`config.mk`:
```
export PLATFORM = sky130hd
export DESIGN_NAME = enm_hp_ctrl_flat
export DESIGN_NICKNAME = d
export VERILOG_FILES = /design/src/rtl/enm_hp_ctrl_pkg.sv /design/src/rtl/enm_hp_ctrl_if.sv /design/src/rtl/enm_hp_ctrl_hit_box.sv /design/src/rtl/enm_hp_ctrl.sv /design/src/flat_wrapper.sv
export SDC_FILE = /design/constraint.sdc
export NUM_CORES = 1
export LEC_CHECK = 0
export BUFFER_PORTS_ARGS = -buffer_cell sky130_fd_sc_hd__clkbuf_2
export CAP_MARGIN = 25
export CORE_UTILIZATION = 55
export DETAILED_ROUTE_END_ITERATION = 10
export GPL_ROUTABILITY_DRIVEN = 0
export GPL_TIMING_DRIVEN = 0
export PLACE_DENSITY = 0.78
export SETUP_SLACK_MARGIN = 0.4
export SLEW_MARGIN = 15
export SYNTH_ARGS = -nofsm -noshare
export SYNTH_HDL_FRONTEND = slang
export SYNTH_SLANG_ARGS = --single-unit
```
`constraint.sdc`:
```
create_clock -name clk22 -period 9.1 [get_ports clk22]
set_input_delay 1.365 -clock clk22 [delete_from_list [all_inputs] [get_ports clk22]]
set_output_delay 1.365 -clock clk22 [all_outputs]
set_load 0.02 [all_outputs]
```
`src/rtl/enm_hp_ctrl_pkg.sv`:
```
// Shared widths, FSM state type and default tuning constants for the enemy HP controller.
package enm_pkg;

  localparam int HP_W    = 7;
  localparam int COORD_W = 10;

  localparam int DEF_HP_INIT  = 100;
  localparam int DEF_DMG      = 10;
  localparam int DEF_HIT_W    = 16;
  localparam int DEF_HIT_H    = 16;
  localparam int DEF_COOLDOWN = 4;

  typedef enum logic [1:0] {
    IDLE  = 2'd0,
    PLAY  = 2'd1,
    CLEAR = 2'd2
  } enm_state_e;

endpackage

```
`src/rtl/enm_hp_ctrl_if.sv`:
```
// Bullet/enemy bus between the game logic and enm_hp_ctrl.
// The score signal exists only when ENM_HP_SCORE_EN is defined.
interface enm_hp_ctrl_if;
  import enm_pkg::*;

  logic               start;
  logic               bullet_vld;
  logic [COORD_W-1:0] bullet_x, bullet_y;
  logic [COORD_W-1:0] enmx1, enmx2, enmx3, enmx4;
  logic [COORD_W-1:0] enmy1, enmy2, enmy3, enmy4;
  logic [HP_W-1:0]    enmhp1, enmhp2, enmhp3, enmhp4;
  logic               bullet_hit;
  logic [1:0]         hit_id;
  logic               all_clear;
  logic               playing;
`ifdef ENM_HP_SCORE_EN
  logic [15:0]        score;
`endif

  modport master (
    output start, bullet_vld, bullet_x, bullet_y,
    output enmx1, enmx2, enmx3, enmx4, enmy1, enmy2, enmy3, enmy4,
    input  enmhp1, enmhp2, enmhp3, enmhp4, bullet_hit, hit_id, all_clear, playing
`ifdef ENM_HP_SCORE_EN
    , input score
`endif
  );

  modport slave (
    input  start, bullet_vld, bullet_x, bullet_y,
    input  enmx1, enmx2, enmx3, enmx4, enmy1, enmy2, enmy3, enmy4,
    output enmhp1, enmhp2, enmhp3, enmhp4, bullet_hit, hit_id, all_clear, playing
`ifdef ENM_HP_SCORE_EN
    , output score
`endif
  );

endinterface

```
`src/rtl/enm_hp_ctrl_hit_box.sv`:
```
// Combinational overlap test of one bullet centre against one enemy hit box.
module enm_hit_box
  import enm_pkg::*;
#(
  parameter int HALF_W = DEF_HIT_W,
  parameter int HALF_H = DEF_HIT_H
) (
  input  logic [COORD_W-1:0] bx_i,
  input  logic [COORD_W-1:0] by_i,
  input  logic [COORD_W-1:0] ex_i,
  input  logic [COORD_W-1:0] ey_i,
  output logic               inside_o
);

  localparam logic [COORD_W:0] HW_L = (COORD_W+1)'(HALF_W);
  localparam logic [COORD_W:0] HH_L = (COORD_W+1)'(HALF_H);

  logic [COORD_W-1:0] dx, dy;

  // max - min keeps the distance from wrapping near the screen edges
  always_comb begin
    dx       = (bx_i >= ex_i) ? (bx_i - ex_i) : (ex_i - bx_i);
    dy       = (by_i >= ey_i) ? (by_i - ey_i) : (ey_i - by_i);
    inside_o = ({1'b0, dx} < HW_L) && ({1'b0, dy} < HH_L);
  end

endmodule

```
`src/rtl/enm_hp_ctrl.sv`:
```
// Enemy HP registers, hit arbitration, per-enemy cooldown and wave FSM (IDLE/PLAY/CLEAR).
// Optional score counter enabled by defining ENM_HP_SCORE_EN.
module enm_hp_ctrl
  import enm_pkg::*;
#(
  parameter int HP_INIT  = DEF_HP_INIT,
  parameter int DMG      = DEF_DMG,
  parameter int HIT_W    = DEF_HIT_W,
  parameter int HIT_H    = DEF_HIT_H,
  parameter int COOLDOWN = DEF_COOLDOWN
) (
  input  logic          clk22,
  input  logic          rst,
  enm_hp_ctrl_if.slave  bus
);

  localparam int CD_W = (COOLDOWN < 1) ? 1 : $clog2(COOLDOWN + 1);
  localparam logic [HP_W-1:0] HP_INIT_L = HP_W'(HP_INIT);
  localparam logic [HP_W-1:0] DMG_L     = HP_W'(DMG);
  localparam logic [CD_W-1:0] CD_L      = CD_W'(COOLDOWN);

  enm_state_e state_q, state_d;

  logic [HP_W-1:0]    hp_q [4];
  logic [HP_W-1:0]    hp_d [4];
  logic [CD_W-1:0]    cd_q [4];
  logic [CD_W-1:0]    cd_d [4];
  logic               hit_q, hit_d;
  logic [1:0]         id_q, id_d;
  logic [1:0]         sel;
  logic               load, all_dead;
  logic [3:0]         inbox, cand;
  logic [COORD_W-1:0] ex [4];
  logic [COORD_W-1:0] ey [4];

  function automatic logic [HP_W-1:0] sat_sub(input logic [HP_W-1:0] hp);
    return (hp <= DMG_L) ? '0 : (hp - DMG_L);
  endfunction

  assign ex[0] = bus.enmx1;
  assign ex[1] = bus.enmx2;
  assign ex[2] = bus.enmx3;
  assign ex[3] = bus.enmx4;
  assign ey[0] = bus.enmy1;
  assign ey[1] = bus.enmy2;
  assign ey[2] = bus.enmy3;
  assign ey[3] = bus.enmy4;

  for (genvar g = 0; g < 4; g++) begin : g_box
    enm_hit_box #(.HALF_W(HIT_W), .HALF_H(HIT_H)) u_box (
      .bx_i     (bus.bullet_x),
      .by_i     (bus.bullet_y),
      .ex_i     (ex[g]),
      .ey_i     (ey[g]),
      .inside_o (inbox[g])
    );
  end

  assign load     = (state_q != PLAY) && bus.start;
  assign all_dead = ((hp_q[0] | hp_q[1] | hp_q[2] | hp_q[3]) == '0);

  always_ff @(posedge clk22) begin
    if (rst) state_q <= IDLE;
    else     state_q <= state_d;
  end

  always_comb begin
    state_d = state_q;
    case (state_q)
      IDLE:    if (bus.start) state_d = PLAY;
      PLAY:    if (all_dead)  state_d = CLEAR;
      CLEAR:   if (bus.start) state_d = PLAY;
      default: state_d = IDLE;
    endcase
  end

  always_comb begin
    bus.playing   = (state_q == PLAY);
    bus.all_clear = (state_q == CLEAR);
  end

  // Lowest-index candidate wins; only one enemy is damaged per tick
  always_comb begin
    sel = '0;
    for (int i = 0; i < 4; i++)
      cand[i] = (state_q == PLAY) && bus.bullet_vld && (hp_q[i] != '0) &&
                (cd_q[i] == '0) && inbox[i];
    for (int i = 3; i >= 0; i--)
      if (cand[i]) sel = 2'(i);
    hit_d = |cand;
    id_d  = id_q;
    for (int i = 0; i < 4; i++) begin
      hp_d[i] = hp_q[i];
      cd_d[i] = (cd_q[i] != '0) ? (cd_q[i] - 1'b1) : '0;
    end
    if (load) begin
      for (int i = 0; i < 4; i++) begin
        hp_d[i] = HP_INIT_L;
        cd_d[i] = '0;
      end
    end else if (hit_d) begin
      hp_d[sel] = sat_sub(hp_q[sel]);
      cd_d[sel] = CD_L;
      id_d      = sel;
    end
  end

  always_ff @(posedge clk22) begin
    if (rst) begin
      hit_q <= 1'b0;
      id_q  <= '0;
      for (int i = 0; i < 4; i++) begin
        hp_q[i] <= '0;
        cd_q[i] <= '0;
      end
    end else begin
      hit_q <= hit_d;
      id_q  <= id_d;
      for (int i = 0; i < 4; i++) begin
        hp_q[i] <= hp_d[i];
        cd_q[i] <= cd_d[i];
      end
    end
  end

  assign bus.enmhp1     = hp_q[0];
  assign bus.enmhp2     = hp_q[1];
  assign bus.enmhp3     = hp_q[2];
  assign bus.enmhp4     = hp_q[3];
  assign bus.bullet_hit = hit_q;
  assign bus.hit_id     = id_q;

`ifdef ENM_HP_SCORE_EN
  logic [15:0] score_q, score_d;

  function automatic logic [15:0] sat_add(input logic [15:0] s, input logic [15:0] inc);
    logic [16:0] sum;
    sum = {1'b0, s} + {1'b0, inc};
    return sum[16] ? 16'hFFFF : sum[15:0];
  endfunction

  // A restart from CLEAR keeps the running score; only a fresh game clears it
  always_comb begin
    score_d = score_q;
    if ((state_q == IDLE) && bus.start)
      score_d = '0;
    else if (hit_d)
      score_d = sat_add(score_q, (sat_sub(hp_q[sel]) == '0) ? 16'd11 : 16'd1);
  end

  always_ff @(posedge clk22) begin
    if (rst) score_q <= '0;
    else     score_q <= score_d;
  end

  assign bus.score = score_q;
`endif

endmodule

```
`src/flat_wrapper.sv`:
```
// flat-port wrapper written by rule: the top's interface ports become plain ports
module enm_hp_ctrl_flat import enm_pkg::*;
#(
  parameter int HP_INIT  = DEF_HP_INIT,
  parameter int DMG      = DEF_DMG,
  parameter int HIT_W    = DEF_HIT_W,
  parameter int HIT_H    = DEF_HIT_H,
  parameter int COOLDOWN = DEF_COOLDOWN
)
  (clk22, rst, bus_start, bus_bullet_vld, bus_bullet_x, bus_bullet_y, bus_enmx1, bus_enmx2, bus_enmx3, bus_enmx4, bus_enmy1, bus_enmy2, bus_enmy3, bus_enmy4, bus_enmhp1, bus_enmhp2, bus_enmhp3, bus_enmhp4, bus_bullet_hit, bus_hit_id, bus_all_clear, bus_playing);
  enm_hp_ctrl_if bus_i ();
  input  logic clk22;
  input  logic rst;
  input wire logic [$bits(bus_i.start)-1:0] bus_start;
  input wire logic [$bits(bus_i.bullet_vld)-1:0] bus_bullet_vld;
  input wire logic [$bits(bus_i.bullet_x)-1:0] bus_bullet_x;
  input wire logic [$bits(bus_i.bullet_y)-1:0] bus_bullet_y;
  input wire logic [$bits(bus_i.enmx1)-1:0] bus_enmx1;
  input wire logic [$bits(bus_i.enmx2)-1:0] bus_enmx2;
  input wire logic [$bits(bus_i.enmx3)-1:0] bus_enmx3;
  input wire logic [$bits(bus_i.enmx4)-1:0] bus_enmx4;
  input wire logic [$bits(bus_i.enmy1)-1:0] bus_enmy1;
  input wire logic [$bits(bus_i.enmy2)-1:0] bus_enmy2;
  input wire logic [$bits(bus_i.enmy3)-1:0] bus_enmy3;
  input wire logic [$bits(bus_i.enmy4)-1:0] bus_enmy4;
  output wire logic [$bits(bus_i.enmhp1)-1:0] bus_enmhp1;
  output wire logic [$bits(bus_i.enmhp2)-1:0] bus_enmhp2;
  output wire logic [$bits(bus_i.enmhp3)-1:0] bus_enmhp3;
  output wire logic [$bits(bus_i.enmhp4)-1:0] bus_enmhp4;
  output wire logic [$bits(bus_i.bullet_hit)-1:0] bus_bullet_hit;
  output wire logic [$bits(bus_i.hit_id)-1:0] bus_hit_id;
  output wire logic [$bits(bus_i.all_clear)-1:0] bus_all_clear;
  output wire logic [$bits(bus_i.playing)-1:0] bus_playing;
  assign bus_i.start = bus_start;
  assign bus_i.bullet_vld = bus_bullet_vld;
  assign bus_i.bullet_x = bus_bullet_x;
  assign bus_i.bullet_y = bus_bullet_y;
  assign bus_i.enmx1 = bus_enmx1;
  assign bus_i.enmx2 = bus_enmx2;
  assign bus_i.enmx3 = bus_enmx3;
  assign bus_i.enmx4 = bus_enmx4;
  assign bus_i.enmy1 = bus_enmy1;
  assign bus_i.enmy2 = bus_enmy2;
  assign bus_i.enmy3 = bus_enmy3;
  assign bus_i.enmy4 = bus_enmy4;
  assign bus_enmhp1 = bus_i.enmhp1;
  assign bus_enmhp2 = bus_i.enmhp2;
  assign bus_enmhp3 = bus_i.enmhp3;
  assign bus_enmhp4 = bus_i.enmhp4;
  assign bus_bullet_hit = bus_i.bullet_hit;
  assign bus_hit_id = bus_i.hit_id;
  assign bus_all_clear = bus_i.all_clear;
  assign bus_playing = bus_i.playing;
  enm_hp_ctrl #(.HP_INIT(HP_INIT), .DMG(DMG), .HIT_W(HIT_W), .HIT_H(HIT_H), .COOLDOWN(COOLDOWN)) u_core (.clk22(clk22), .rst(rst), .bus(bus_i));
endmodule
```
After elaboration in Yosys (flattened, before gate mapping)
Memory sizes are Yosys's and may differ from the RTL's.
Cells that the tools add are included.
{"block": "totals", "ramBits": 40, "in_bits": 104, "memories": 2, "mem_bits_ro": 0, "output_inout_bits": 33, "reg_bits": 5, "latch_bits": 0, "word_cells": 143}
{"block": "op_classes", "shift": 0, "add_sub_neg": 21, "n_reduce_logical": 37, "n_eq_ne": 5, "n_bitwise": 16, "div_mod_pow": 0, "mul": 0, "magnitude_cmp": 19, "mux": 40}
{"memory": "u_core.hp_q", "words": 4, "word_bits": 7, "rd": 5, "rd_clocked_by_memory_dff": 0, "write_ports": 4, "line": "enm_hp_ctrl.sv:24", "text": "logic [HP_W-1:0] hp_q [4];"}
{"memory": "u_core.cd_q", "words": 4, "word_bits": 3, "rd": 4, "rd_clocked_by_memory_dff": 0, "write_ports": 4, "line": "enm_hp_ctrl.sv:26", "text": "logic [CD_W-1:0] cd_q [4];"}
{"cell": "subtractor 10 bit", "n": 16}
{"cell": ">= comparator 10 bit", "n": 8}
{"cell": "less-than comparator 10 x 5 -> 1 bit (second input constant)", "n": 8}
{"cell": "2-to-1 mux 10 bit", "n": 8}
{"cell": "2-to-1 mux 28 bit", "n": 2}
{"cell": "2-to-1 mux 7 bit", "n": 6}
{"cell": "bitwise mux 28 bit", "n": 1}
{"cell": "nonzero test 7 bit", "n": 4}
{"cell": "2-to-1 mux 3 bit", "n": 9}
{"cell": "2-to-1 mux 12 bit", "n": 2}
{"cell": "bitwise OR 7 bit", "n": 3}
{"cell": "logical AND 1 bit", "n": 19}
{"cell": "demux 7 bit (select 2 bit)", "n": 1}
{"cell": "logical NOT 3 bit", "n": 4}
{"cell": "2-to-1 mux 2 bit", "n": 6}
{"cell": "nonzero test 3 bit", "n": 4}
{"cell": "subtractor 3 x 1 -> 3 bit (second input constant)", "n": 4}
{"cell": "AND 8 bit", "n": 1}
{"cell": "NOT 8 bit", "n": 1}
{"cell": "bitwise OR 1 bit", "n": 8}
{"cell": "<= comparator 7 x 4 -> 1 bit (second input constant)", "n": 1}
{"cell": "logical NOT 7 bit", "n": 1}
{"cell": "subtractor 7 x 4 -> 7 bit (second input constant)", "n": 1}
{"cell": "demux 3 bit (select 2 bit)", "n": 1}
{"cell": "14 further kinds", "n": 19}

Logic depth before layout (Yosys ltp)
{"block": "depth", "word_depth": 19, "depth_mapped": 22, "ltp_nobuf": 19}

Hierarchy
A second synthesis with hierarchy kept.
{"block": "unflattened", "hier_cells": 1145, "area_unflattened_um2": 8613.3}
{"module": "enm_hit_box", "seq_area_each_um2": 0.0, "n_inst": 4, "cells_each": 214, "area_each_um2": 1560.2}
{"module": "enm_hp_ctrl", "seq_area_each_um2": 900.9, "n_inst": 1, "cells_each": 289, "area_each_um2": 2372.3}

Worst setup path before layout
OpenSTA, ideal clock, no wires.
{"block": "synth_path", "kind": "input-to-reg", "startpoint": "in bus_enmx4[5]", "endpoint": "mem u_core.hp_q[3][5]", "path_stages": 20, "n_path_buf": 1, "t_arrival_ns": 5.454, "setup_ns": 0.086, "required_time_ns": 9.014, "path_slack_ns": 3.561, "cell_sequence": "inv_1 ha_1 clkbuf_2 nand4_1 o31a_1 o31ai_4 a31oi_2 and3_1 nor4b_2 or3b_1 or4_1 o41ai_2 o2bb2ai_1 nor2_1 inv_1 ha_1 and2b_1 nor2_1 mux2_4 a211oi_1"}
{"element": "start, declared", "line": "flat_wrapper.sv:21", "text": "input wire logic [$bits(bus_i.enmx4)-1:0] bus_enmx4;"}
{"element": "end, declared", "line": "enm_hp_ctrl.sv:24"}

==> results.txt <==
* Run status: finished, final reports clean
- The routed design could run at a clock period as short as 6.28 ns.
* Ys async rst share: 0%
- Setup slack on the worst reg-to-reg path comes out at 4.60 ns.
- Die area: 16800 um^2
* Vertical die dimension: 129 um
- The first global-routing pass estimated 42100 um of wire.
* Sequential cell area fraction in the yosys report: 10.1%
- Worst setup SP type: primary input
- Worst clock skew: 0.0101 ns
* Share of the cycle needed by the critical path after routing: 69.1%
- From synthesis to final layout, the design area changed by 12.8%.
- Data on the critical path arrives at its endpoint at 6.48 ns.
- Pin placement for this block handled 137 I/O pins.
- Via count of the first global-routing pass: 8550
* Nature of the critical path endpoint: flip-flop
- Synthesis produced 1223 cells.
* DP HPWL: 21800 um
- Total GRT Usage: 31.4%
* Vias per cell: 6.23
* Count of final max-slew check failures: 0
* Final Hold Viols: 0
- Worst-Skew Late Latency: 0.29 ns
* Timing endpoint of the critical path: u_core.hp_q[0][5]
* ANT nets after route: 0
- Leading area contributor after synthesis: sky130_fd_sc_hd__ha_1
- The Yosys step of the flow raised 0 warnings.
* Total DRC errors in the routed layout: 0
* Overflow left after global routing: 0
* Cell Pwr Density: 95.3 nW/um^2
- Reg-to-Reg End: u_core.hp_q[0][2]
* Proportion of netlist area held by the largest area contributor: 22.5%
- Transition at the pin with the smallest max-transition slack: 0.834 ns
- Yosys mapped a number of flops with a built-in enable equal to 0.
- Fmax achieved: 0.159 GHz
- The number of antenna violations at the first check in global routing is 0.
- The floorplan step set the die width to 129 um.
* Setup Crit Path Kind: in2reg
- Leading post-synthesis cells by cell area: sky130_fd_sc_hd__ha_1 23%, sky130_fd_sc_hd__dfxtp_1 10%, sky130_fd_sc_hd__a21oi_1 6.1%
- The tree built by TritonCTS fans out to 45 sinks.
- The routed layout has 9862 vias.
- In the synthesized netlist the dominant register cell turns out to be sky130_fd_sc_hd__dfxtp_1.
* Number of cell instances on the worst register-to-register path: 18
* Final routed wirelength across all metal layers: 26700 um
- In this run, post-CTS repair resized a total of 0 instances.
* Antenna Diode Count: 0
- For the worst setup path, the data required time is 9.30 ns.
- Drt first pass iters: 5
* Leakage power: 4.92 nW
- In this run the standard cell core region covers 15900 um^2.
- Entering global routing, the biggest net connects 15 pins.
* Floorplan row count: 46
- Counting flops and latches in the post-synthesis netlist gives 45.
- The finished cells cover 10100 um^2.
* Slew headroom: 44.2%
- Summed over all failing endpoints, the final setup total negative slack is 0 ns.
* Post-CTS Setup Bufs: 0
* H-tree depth: 2
* Starting Density: 56.2%
- The synthesized netlist contains 93 unique library cells.
- In this run the critical register-to-register path is launched from u_core.state_q[1].
- Total of hold buffers inserted after clock tree synthesis: 0
- Mean instance size in the synthesized netlist: 7.30 um^2
- Buffer levels on the longest clock path: 2
- Input and output buffers added on the ports amount to 136.
- For this block, the initial DRC count from the detailed router was 910.
* Max-cap violations: 0
- In this run the clock root is driven by a sky130_fd_sc_hd__clkbuf_16.
- Max Fanout on Critical Path: 10
* Fin nets: 1632
* Layout filler cell count: 1425
- The post-route netlist has 15.8% of its cells at a drive strength greater than 1.
- TritonCTS built the clock tree.
- Setup repair after global routing missed its margin: no
- After detailed placement, the total cell area comes to 9900 um^2.
- After synthesis the cells add up to 8930 um^2.
- After clock tree synthesis, the clock-pin slew on the worst setup and hold paths is 0.06 ns.
* Worst VDD drop: 0.0828 mV
- Setup violations remaining at the end of the flow were counted as 0.
* Worst hold path type: reg2reg
- Total power for the finished layout comes to 960 uW.
- Prior to clock tree synthesis, the placed netlist has a worst setup slack of 2.69 ns.
- In the final routed layout, each cell accounts on average for 16.9 um.
- Synthesis produced a netlist with a net count of 1488.
- Final setup slack of the worst path: 2.82 ns
- Number of CTS-inserted buffers: 5
- Worst setup path start: bus_bullet_y[5]
## cell usage after synthesis (all sizes together) (16+ instances only)
cell / count
a211oi: 30
a21o: 22
a21oi: 111
clkbuf: 30
dfxtp: 45
ha: 161
inv: 142
mux2i: 16
nand2: 90
nand3: 22
nand4: 20
nor2: 71
nor2b: 21
nor3: 52
o211ai: 21
o21a: 18
o21ai: 48
## layer usage
layer,wire length [um],global-route usage (%)
met3,2320,3.14
met2,11200,49.9
met4,1000,11.6
met1,12200,43.7
met5,36,1.76
## power by group
part,internal (mW),leakage (nW),switching (mW)
Clock,0.137,0.0831,0.0790
Combinational,0.209,4.47,0.326
Sequential,0.202,0.366,0.00644
Total,0.549,4.92,0.412
## sequential cells by signal, summed over array words and instances, names as in the netlist
name,cells
u_core.bus.bullet_hit,1
u_core.bus.hit_id,2
u_core.state_q,2
u_core.cd_q,12
u_core.hp_q,28
## kinds of logic (layout without fill, tap and decap cells)
logic type               count (synthesis)  count (layout)  synth area share (%)
AO/OA/AOI/OAI                          401             401                  31.6
XOR/XNOR                                20              20                  1.96
adder cells (fa/ha/maj)                161             161                  22.5
buffers and inverters                  187             332                  8.17
flip-flops                              45              45                  10.1
multiplexers                            22              22                  2.59
AND/OR/NAND/NOR                        387             387                  23.0
## worst max-delay path: stages
cell	delay, ns
sky130_fd_sc_hd__clkbuf_2	0.17
sky130_fd_sc_hd__ha_1	0.31
sky130_fd_sc_hd__clkbuf_1	0.35
sky130_fd_sc_hd__a21o_1	0.26
sky130_fd_sc_hd__o2111ai_1	0.14
sky130_fd_sc_hd__a21oi_1	0.31
sky130_fd_sc_hd__nor4_1	0.10
sky130_fd_sc_hd__a22oi_1	0.42
sky130_fd_sc_hd__nor4b_2	0.26
sky130_fd_sc_hd__or3b_1	0.39
sky130_fd_sc_hd__or4_1	0.53
sky130_fd_sc_hd__o41ai_2	0.38
sky130_fd_sc_hd__o2bb2ai_1	0.18
sky130_fd_sc_hd__nor2_1	0.10
sky130_fd_sc_hd__inv_1	0.07
sky130_fd_sc_hd__ha_1	0.17
sky130_fd_sc_hd__and2b_1	0.24
sky130_fd_sc_hd__nor2_1	0.14
sky130_fd_sc_hd__mux2_4	0.35
sky130_fd_sc_hd__a211oi_1	0.25
## cells in the final DEF, fill, tap and decap left out, types with 18 or more instances in the layout
cell type,n
sky130_fd_sc_hd__dfxtp_1,45
sky130_fd_sc_hd__nor2b_1,21
sky130_fd_sc_hd__o211ai_1,20
sky130_fd_sc_hd__clkbuf_1,25
sky130_fd_sc_hd__nand3_1,22
sky130_fd_sc_hd__clkbuf_2,141
sky130_fd_sc_hd__inv_1,142
sky130_fd_sc_hd__a21oi_1,108
sky130_fd_sc_hd__o21ai_0,43
sky130_fd_sc_hd__o21a_1,18
sky130_fd_sc_hd__nand4_1,20
sky130_fd_sc_hd__ha_1,161
sky130_fd_sc_hd__nor3_1,51
sky130_fd_sc_hd__a211oi_1,30
sky130_fd_sc_hd__nor2_1,71
sky130_fd_sc_hd__a21o_1,22
sky130_fd_sc_hd__nand2_1,90
## worst min path at each step
| stage | end | start | cells past startpoint | slack (ns) |
|---|---|---|---|---|
| finish | u_core.cd_q[3][1] | u_core.cd_q[3][1] | 2 | 0.45 |
| global route | u_core.cd_q[3][1] | u_core.cd_q[3][1] | 2 | 0.47 |
| CTS | u_core.cd_q[3][1] | u_core.cd_q[3][1] | 2 | 0.45 |
| detailed placement | u_core.cd_q[2][0] | u_core.cd_q[2][0] | 1 | 0.44 |
| global placement | u_core.cd_q[1][0] | u_core.cd_q[1][0] | 1 | 0.43 |
| floorplan | u_core.cd_q[1][0] | u_core.cd_q[1][0] | 1 | 0.42 |
## area by class of cell
cell class	count	area [um^2]	area share, %
flip-flops and latches	45	901	8.94
repair buffers	137	688	6.83
plain buffers	45	196	1.95
multi-input cells	991	7310	72.6
inverters	142	533	5.29
clock buffers	6	139	1.38
clock inverters	2	37.5	0.373
well taps	216	270	2.68
## through the flow
step | std cells | util (%) | hold slack (ns)
finish | 1584 | 63.4 | 0.450
global route | 1584 | 63.4 | 0.469
CTS | 1584 | 63.4 | 0.453
detailed placement | 1576 | 62.3 | 0.441
global placement | 1575 | 62.2 | 0.435
floorplan | 1223 | - | 0.423
No activity file was read; power rests on OpenSTA's default activity.
